[config.mk]
export PLATFORM = sky130hd
export DESIGN_NAME = frame_write_sched
export DESIGN_NICKNAME = d
export VERILOG_FILES = /design/src/rtl/frame_write_sched.sv
export SDC_FILE = /design/constraint.sdc
export NUM_CORES = 1
export LEC_CHECK = 0
export ABC_AREA = 1
export CORE_ASPECT_RATIO = 1.1
export CORE_MARGIN = 8
export CORE_UTILIZATION = 25
export CTS_CLUSTER_DIAMETER = 150
export DETAILED_ROUTE_END_ITERATION = 8
export GPL_ROUTABILITY_DRIVEN = 0
export REMOVE_ABC_BUFFERS = 1
export SLEW_MARGIN = 20
export SYNTH_ARGS = -nofsm -noshare
export SYNTH_HDL_FRONTEND = slang
export SYNTH_SLANG_ARGS = --single-unit
[constraint.sdc]
create_clock -name clk -period 4.57 [get_ports clk]
set_clock_uncertainty 0.2 [all_clocks]
set_input_delay 1.371 -clock clk [delete_from_list [all_inputs] [get_ports clk]]
set_output_delay 1.371 -clock clk [all_outputs]
set_load 0.02 [all_outputs]
[src/rtl/frame_write_sched.sv]
// Write scheduler for the single-port frame RAM: buffers pixel words in a small
// FIFO and writes them on cycles the display reader leaves the port idle.
module frame_write_sched #(
    parameter int ADDR_W     = 10,
    parameter int MEM_DEPTH  = 1024,
    parameter int FIFO_DEPTH = 4
) (
    input  logic                          clk,
    input  logic                          reset,
    input  logic                          wr_valid,
    input  logic [23:0]                   wr_data,
    input  logic                          addr_clear,
    input  logic                          rd_req,
    input  logic [ADDR_W-1:0]             rd_addr,
    output logic [ADDR_W-1:0]             ram_addr,
    output logic [23:0]                   ram_wdata,
    output logic                          ram_we,
    output logic                          rd_grant,
    output logic                          fifo_full,
    output logic [$clog2(FIFO_DEPTH):0]   fill_level,
    output logic [ADDR_W-1:0]             wr_addr,
    output logic                          overflow,
    output logic                          frame_done
);

    localparam int PTR_W = $clog2(FIFO_DEPTH);
    localparam int LVL_W = PTR_W + 1;

    logic [23:0]       mem_r [FIFO_DEPTH];
    logic [PTR_W-1:0]  head_r;
    logic [PTR_W-1:0]  tail_r;
    logic [LVL_W-1:0]  level_r;
    logic [ADDR_W-1:0] wr_addr_r;
    logic              overflow_r;
    logic              frame_done_r;

    logic              empty_s;
    logic              full_s;
    logic              pop_s;
    logic              push_s;
    logic              drop_s;
    logic              last_addr_s;

    // Pop/push qualification; the reader and a clear both block the write slot.
    always_comb begin
        empty_s     = (level_r == {LVL_W{1'b0}});
        full_s      = (level_r == LVL_W'(FIFO_DEPTH));
        last_addr_s = (wr_addr_r == ADDR_W'(MEM_DEPTH - 1));
        pop_s       = !reset && !rd_req && !empty_s && !addr_clear;
        push_s      = wr_valid && !addr_clear && (!full_s || pop_s);
        drop_s      = wr_valid && !addr_clear && full_s && !pop_s;
    end

    // Zero-latency port mux: the reader always wins the RAM port.
    always_comb begin
        ram_addr  = wr_addr_r;
        ram_wdata = mem_r[head_r];
        ram_we    = 1'b0;
        rd_grant  = rd_req;
        if (rd_req) begin
            ram_addr = rd_addr;
            ram_we   = 1'b0;
        end else if (pop_s) begin
            ram_addr = wr_addr_r;
            ram_we   = 1'b1;
        end else begin
            ram_addr = wr_addr_r;
            ram_we   = 1'b0;
        end
    end

    // FIFO storage; data needs no reset since occupancy is tracked separately.
    always_ff @(posedge clk) begin
        if (!reset && push_s) begin
            mem_r[tail_r] <= wr_data;
        end
    end

    // FIFO pointers, occupancy, write address and status flags.
    always_ff @(posedge clk) begin
        if (reset) begin
            head_r       <= {PTR_W{1'b0}};
            tail_r       <= {PTR_W{1'b0}};
            level_r      <= {LVL_W{1'b0}};
            wr_addr_r    <= {ADDR_W{1'b0}};
            overflow_r   <= 1'b0;
            frame_done_r <= 1'b0;
        end else if (addr_clear) begin
            head_r       <= {PTR_W{1'b0}};
            tail_r       <= {PTR_W{1'b0}};
            level_r      <= {LVL_W{1'b0}};
            wr_addr_r    <= {ADDR_W{1'b0}};
            overflow_r   <= 1'b0;
            frame_done_r <= 1'b0;
        end else begin
            if (push_s) begin
                tail_r <= tail_r + PTR_W'(1);
            end
            if (pop_s) begin
                head_r <= head_r + PTR_W'(1);
                if (last_addr_s) begin
                    wr_addr_r <= {ADDR_W{1'b0}};
                end else begin
                    wr_addr_r <= wr_addr_r + ADDR_W'(1);
                end
            end
            case ({push_s, pop_s})
                2'b10:   level_r <= level_r + LVL_W'(1);
                2'b01:   level_r <= level_r - LVL_W'(1);
                default: level_r <= level_r;
            endcase
            if (drop_s) begin
                overflow_r <= 1'b1;
            end
            frame_done_r <= pop_s && last_addr_s;
        end
    end

    assign fifo_full  = (level_r == LVL_W'(FIFO_DEPTH));
    assign fill_level = level_r;
    assign wr_addr    = wr_addr_r;
    assign overflow   = overflow_r;
    assign frame_done = frame_done_r;

endmodule
=== Yosys cells after proc, flatten, opt, wreduce, memory -nomap -nowiden ===
Memory sizes are Yosys's and may differ from the RTL's. A register that Yosys moved wholly into a read port is not among the register bits.
Cells that the tools add are included.

* Add/sub/neg operators: 5
* Equal/unequal tests: 4
* Multiplexer cells: 9
* Reduce and logical (&&, ||, !) cells: 19

{| class="wikitable"
|+ Operators by type and width
! operator !! count
|-
| $mux W10 || 2
|-
| $add A10 B1 Y10 const B || 1
|-
| $eq A10 B10 Y1 const B || 1
|-
| $logic_and A1 B1 Y1 || 9
|-
| $logic_not A1 Y1 || 6
|-
| $pmux W3 S2 || 1
|-
| $add A2 B1 Y2 const B || 2
|-
| $mux W1 || 4
|-
| $mux W2 || 2
|-
| $add A3 B1 Y3 const B || 1
|-
| $eq A3 B3 Y1 const B || 1
|-
| $logic_not A3 Y1 || 1
|-
| $sub A3 B1 Y3 const B || 1
|-
| $eq A2 B1 Y1 const B || 1
|-
| $eq A2 B2 Y1 const B || 1
|-
| $reduce_bool A2 Y1 || 1
|-
| $reduce_or A2 Y1 || 1
|-
| $logic_or A1 B1 Y1 || 1
|}

* Register bits after elaboration: 19
* Memory bits (writable): 96
* Input port bits: 39
* Output and inout port bits: 52
* Word-level logic and storage cells: 44
* Memories: 1

{| class="wikitable"
|+ Memories
! memory !! words !! width !! rd ports !! clocked after Yosys merged registers in !! write ports !! RTL line !! text
|-
| mem_r || 4 || 24 || 1 || 1 || 1 || 29 || <nowiki>logic [23:0] mem_r [FIFO_DEPTH];</nowiki>
|}

=== Depth between registers and ports, before layout ===
* Depth in word-level cells: 9
* Mapped depth: 11
* Mapped depth without buffers: 11

=== Worst setup path before layout ===
OpenSTA, ideal clock, no wires.

* Path kind: input to register
* Start point: in rd_req
* End point: mem mem_r[0][0], enable pin
* Setup time: 405 ps
* Arrival: 3056 ps
* Required time: 3965 ps
* Setup slack: 909 ps
* Stages: 7
* Buffers on the path: 1
* Cell sequence: buf_6 > inv_2 > nand2_1 > nand2_1 > nand2_1 > or2_4 > nor2_1

* Word-level cells in the longest chain between the ends: 9

{| class="wikitable"
|+ Ends and longest elaborated chain
! what !! RTL line !! text
|-
| start: declaration || 13 || <nowiki>input logic rd_req,</nowiki>
|-
| $logic_not A1 Y1 || 49 || <nowiki>pop_s = !reset && !rd_req && !empty_s && !addr_clear;</nowiki>
|-
| $logic_and A1 B1 Y1 (3 in a row) || 49 ||
|-
| $logic_or A1 B1 Y1 || 50 || <nowiki>push_s = wr_valid && !addr_clear && (!full_s || pop_s);</nowiki>
|-
| $logic_and A1 B1 Y1 || 50 ||
|-
| $logic_and A1 B1 Y1 || 74 || <nowiki>if (!reset && push_s) begin</nowiki>
|-
| $mux W1 || 74 ||
|-
| $mux W1 (not written as such) || 75 || <nowiki>mem_r[tail_r] <= wr_data;</nowiki>
|-
| end: declaration || 29 ||
|}

Every way passes these cells.

=== Worst setup path in the final report ===
* Start point: in rd_req
* End point: out ram_addr[2]

* Word-level cells in the longest chain between the ends: 1

{| class="wikitable"
|+ Ends and longest elaborated chain
! what !! RTL line !! text
|-
| $mux W10 || 60 || <nowiki>if (rd_req) begin</nowiki>
|-
| end: declaration || 15 || <nowiki>output logic [ADDR_W-1:0] ram_addr,</nowiki>
|}

Every way passes these cells.

==> flow_results.org <==
** Outcome
- Run status :: finished, final reports clean

** CTS
- TritonCTS clock tree :: built
- No sink is reached through more buffers than the 2 on the longest clock path.
- Post_cts resized :: 0
- Buffers inserted during post-CTS setup optimization :: 0
- Counting every sink on the clock net gives 117.
- The clock tree synthesis step divided the H-tree into 4 levels.
- Hold-fix buffer count after cts :: 0
- Insertion delay to the later sink of the worst-skew pair :: 0.41 ns
- Clock tree synthesis inserted a total of 17 buffers.
- Clock-pin slew of the registers on the worst-case setup and hold paths :: 0.05 ns
- The root buffer cell chosen for the clock tree is clkbuf_16.

** STA
- Number of failing setup endpoints in the final timing report :: 0
- Final worst path period need :: 4.401 ns
- Static timing analysis puts the maximum clock frequency at 227.2 MHz.
- Share of the clock period used by the worst path :: 96.31%
- Worst Max-Slew Pin Slew :: 0.5419 ns
- Total negative slack for setup checks :: 0 ns
- The final count of pins violating max slew was 0.
- The hold violation count in the final report was 0.
- Slew headroom :: 63.83%
- RSZ-0062 raised after global routing :: false

** Global routing
- Entering global routing, the biggest net connects 39 pins.
- Across every metal layer, demand over resource in global routing totals 10.32%.
- The initial antenna violation count came to 0.
- Via count of the first global-routing pass :: 3,668
- Global-route wire length before repair :: 18,810 um
- Global-route congestion overflow total :: 0

** Job
- Number of max-cap violations :: 0

** Placed design
- Counting tap cells, the placed design contains a total of 739 instances.
- The count of buffers added on input and output ports is 90.
- Cell area after placement :: 0.005973 mm2
- After legalization and detailed placement, the total HPWL measured 7665 um.

** Worst setup path
- In this run the worst path has a maximum fanout of 11.
- At the worst endpoint, the arrival time is 2.83 ns.
- Worst reg2reg path startpoint :: fill_level[1]
- Count of cells along the worst register-to-register path :: 11
- In this run the register-to-register setup slack is 2.44 ns.
- The worst setup path is captured at an output port.
- The worst register-to-register path ends at fill_level[2].
- Required @ worst endpoint :: 3.00 ns
- The worst setup path is launched from an input pin.
- By startpoint and endpoint, the worst setup path is classified as in -> out.

** Drt
- Total detailed-routing wirelength :: 11,730 um
- Post-detailed-route DRC marker count :: 0
- Routed vias/inst :: 4.405
- Once detail routing completed, the nets flagged for antenna violations numbered 0.
- In the final routed layout, each cell accounts on average for 15.22 um.
- In this run, the number of DRC markers left after iteration 0 of detailed routing was 130.
- Count of vias placed by the detailed router :: 3,396
- The first detailed-routing pass ran for 4 iterations.

** Floorplan
- Chip width :: 147.5 um
- 91 I/O pins were placed.
- The die covers 0.02370 mm2.
- Once the floorplan was initialized, standard cells occupied 25.16% of the core.
- In this run the vertical extent of the chip is 160.7 um.
- The floorplan step defined a core boundary enclosing 0.01890 mm2.
- Cell row count :: 53

** Hold path
- Worst min path class :: reg -> reg
- Counting instances, the worst hold path has a depth of 2.
- The worst hold path begins at head_r[1].

** Synth
- The share of the Yosys chip area taken by registers is 69.46%.
- Top FF cell, synth :: edfxtp_1
- Syn Area/Cell :: 11.66 um2
- Yosys warns :: 0
- The synthesized design devotes to its leading area cell type 60.62% of total area.
- Counting flops and latches in the post-synthesis netlist gives 117.
- After technology mapping, the gate count stands at 408.
- EDFF count, synth :: 96
- Number of different library cells in the post-synthesis netlist :: 32
- Cell taking the most area after synthesis :: edfxtp_1
- After synthesis, the cell types taking the most area are edfxtp_1, dfxtp_1, o21ai_0, nor2_1, nand2_1.
- Summed instance area of the synthesized netlist :: 0.004756 mm2
- For this run, asynchronously set or reset flops after synthesis account for 0%.

** Power
- Power per Cell Area :: 384.9 mW/mm2
- The worst-case IR drop observed on VDD is 241.4 uV.
- Leak Pwr :: 2.224 nW

** Layout
- The area growth from synthesis to layout is 37.15%.
- At the end of the flow the core is filled with cells to 34.51%.
- The number of antenna diodes in the final layout is 0.
- The finished cells cover 0.006523 mm2.
- The finished layout holds 771 standard cells, fillers aside.
- Post-layout net count :: 556
- Share of post-route cells with drive strength above 1 :: 11.64%
[stage by stage]
stage / power (W) / setup slack [ns] / hold WS, ns
6_report: 0.002510 / 0.1688 / 0.2623
5_1_grt: 0.002604 / 0.04762 / 0.2915
4_1_cts: 0.002551 / 0.1684 / 0.2663
3_5_place_dp: 0.001318 / 0.1855 / 0.2542
3_3_place_gp: 0.001313 / 0.1926 / 0.2565
2_1_floorplan: 0.001233 / 0.7724 / 0.2357
[layout by cell type (no fill, tap or decap), types with 2 or more instances in the layout]
| cell type | synthesis | final |
|---|---|---|
| a21oi_1 | 9 | 9 |
| buf_4 | 1 | 14 |
| bufinv_16 | 0 | 2 |
| clkbuf_1 | 10 | 3 |
| clkbuf_16 | 0 | 17 |
| clkdlybuf4s50_1 | 0 | 90 |
| clkinv_1 | 0 | 4 |
| clkinv_2 | 0 | 3 |
| clkinvlp_4 | 0 | 3 |
| dfxtp_1 | 21 | 20 |
| edfxtp_1 | 96 | 96 |
| ha_1 | 5 | 5 |
| inv_1 | 26 | 26 |
| inv_2 | 4 | 4 |
| nand2_1 | 40 | 40 |
| nand3_1 | 9 | 9 |
| nand3_2 | 3 | 3 |
| nand4_1 | 4 | 4 |
| nor2_1 | 67 | 63 |
| nor2_2 | 3 | 7 |
| nor2_4 | 2 | 2 |
| o21ai_0 | 60 | 60 |
| o21ai_1 | 2 | 2 |
| o22ai_1 | 24 | 24 |
| xor2_1 | 2 | 2 |
[synth_stat cells (2+ instances only)]
library cell and instances:
buf_6 3, nand3_2 3, nor2_2 3, xor2_1 2, nor2_4 2, nand2_1 40, o21ai_1 2, nand4_1 4
ha_1 5, inv_1 26, clkbuf_1 10, inv_2 4, buf_2 6, nor2_1 67, o22ai_1 24, dfxtp_1 21
edfxtp_1 96, a21oi_1 9, nand3_1 9, o21ai_0 60
[critical path, cell delays in order]
cell and delay (ns):
clkdlybuf4s50_1 0.45, buf_4 0.19, o21ai_0 0.19, clkdlybuf4s50_1 0.64
[final cells by class]
cell class	instances	area, um2
Sequential cell	117	3304
Clock buffer	20	436.7
Clock inverter	12	112.6
Fill cell	1886	12380
Timing Repair Buffer	104	1006
Inverter	30	112.6
Tap cell	247	309.0
Multi-Input combinational cell	241	1241
[worst max path at each step]
stage | cells past startpoint | slack, ns | end | start
2_1_floorplan | 6 | 0.77 | mem_r[0][0] | reset
3_3_place_gp | 5 | 0.19 | ram_addr[4] | rd_req
3_5_place_dp | 5 | 0.19 | ram_addr[2] | rd_req
4_1_cts | 5 | 0.17 | ram_addr[2] | rd_req
5_1_grt | 5 | 0.05 | ram_addr[6] | rd_req
6_report | 4 | 0.17 | ram_addr[2] | rd_req
[registers in the layout, summed over array words and instances (netlist names), named ones only]
| signal | count |
|---|---|
| tail_r | 2 |
| wr_addr | 10 |
| head_r | 2 |
| overflow | 1 |
| fill_level | 3 |
| frame_done | 1 |
| mem_r | 96 |
[power by group]
group / total, W / switching (W) / internal, W
sequential: 0.00117 / 0.00000374 / 0.00117
clock: 0.00121 / 0.000426 / 0.000788
combinational: 0.000127 / 0.0000642 / 0.0000627
[logic make-up after synthesis]
group / count (synthesis) / share of synthesized area (%)
simple gates: 133 / 12.21
buf+inv: 50 / 4.657
flops: 117 / 69.46
compound gates: 99 / 11.39
fa+ha+maj: 6 / 1.736
xor+xnor: 3 / 0.5526
[metal layers]
metal	global-route usage, %	wire length [um]
met3	4.586	852
met2	17.86	5797
met5	0	0
met1	10.71	4964
met4	4.176	116
Power figures use the tool's default switching activity.
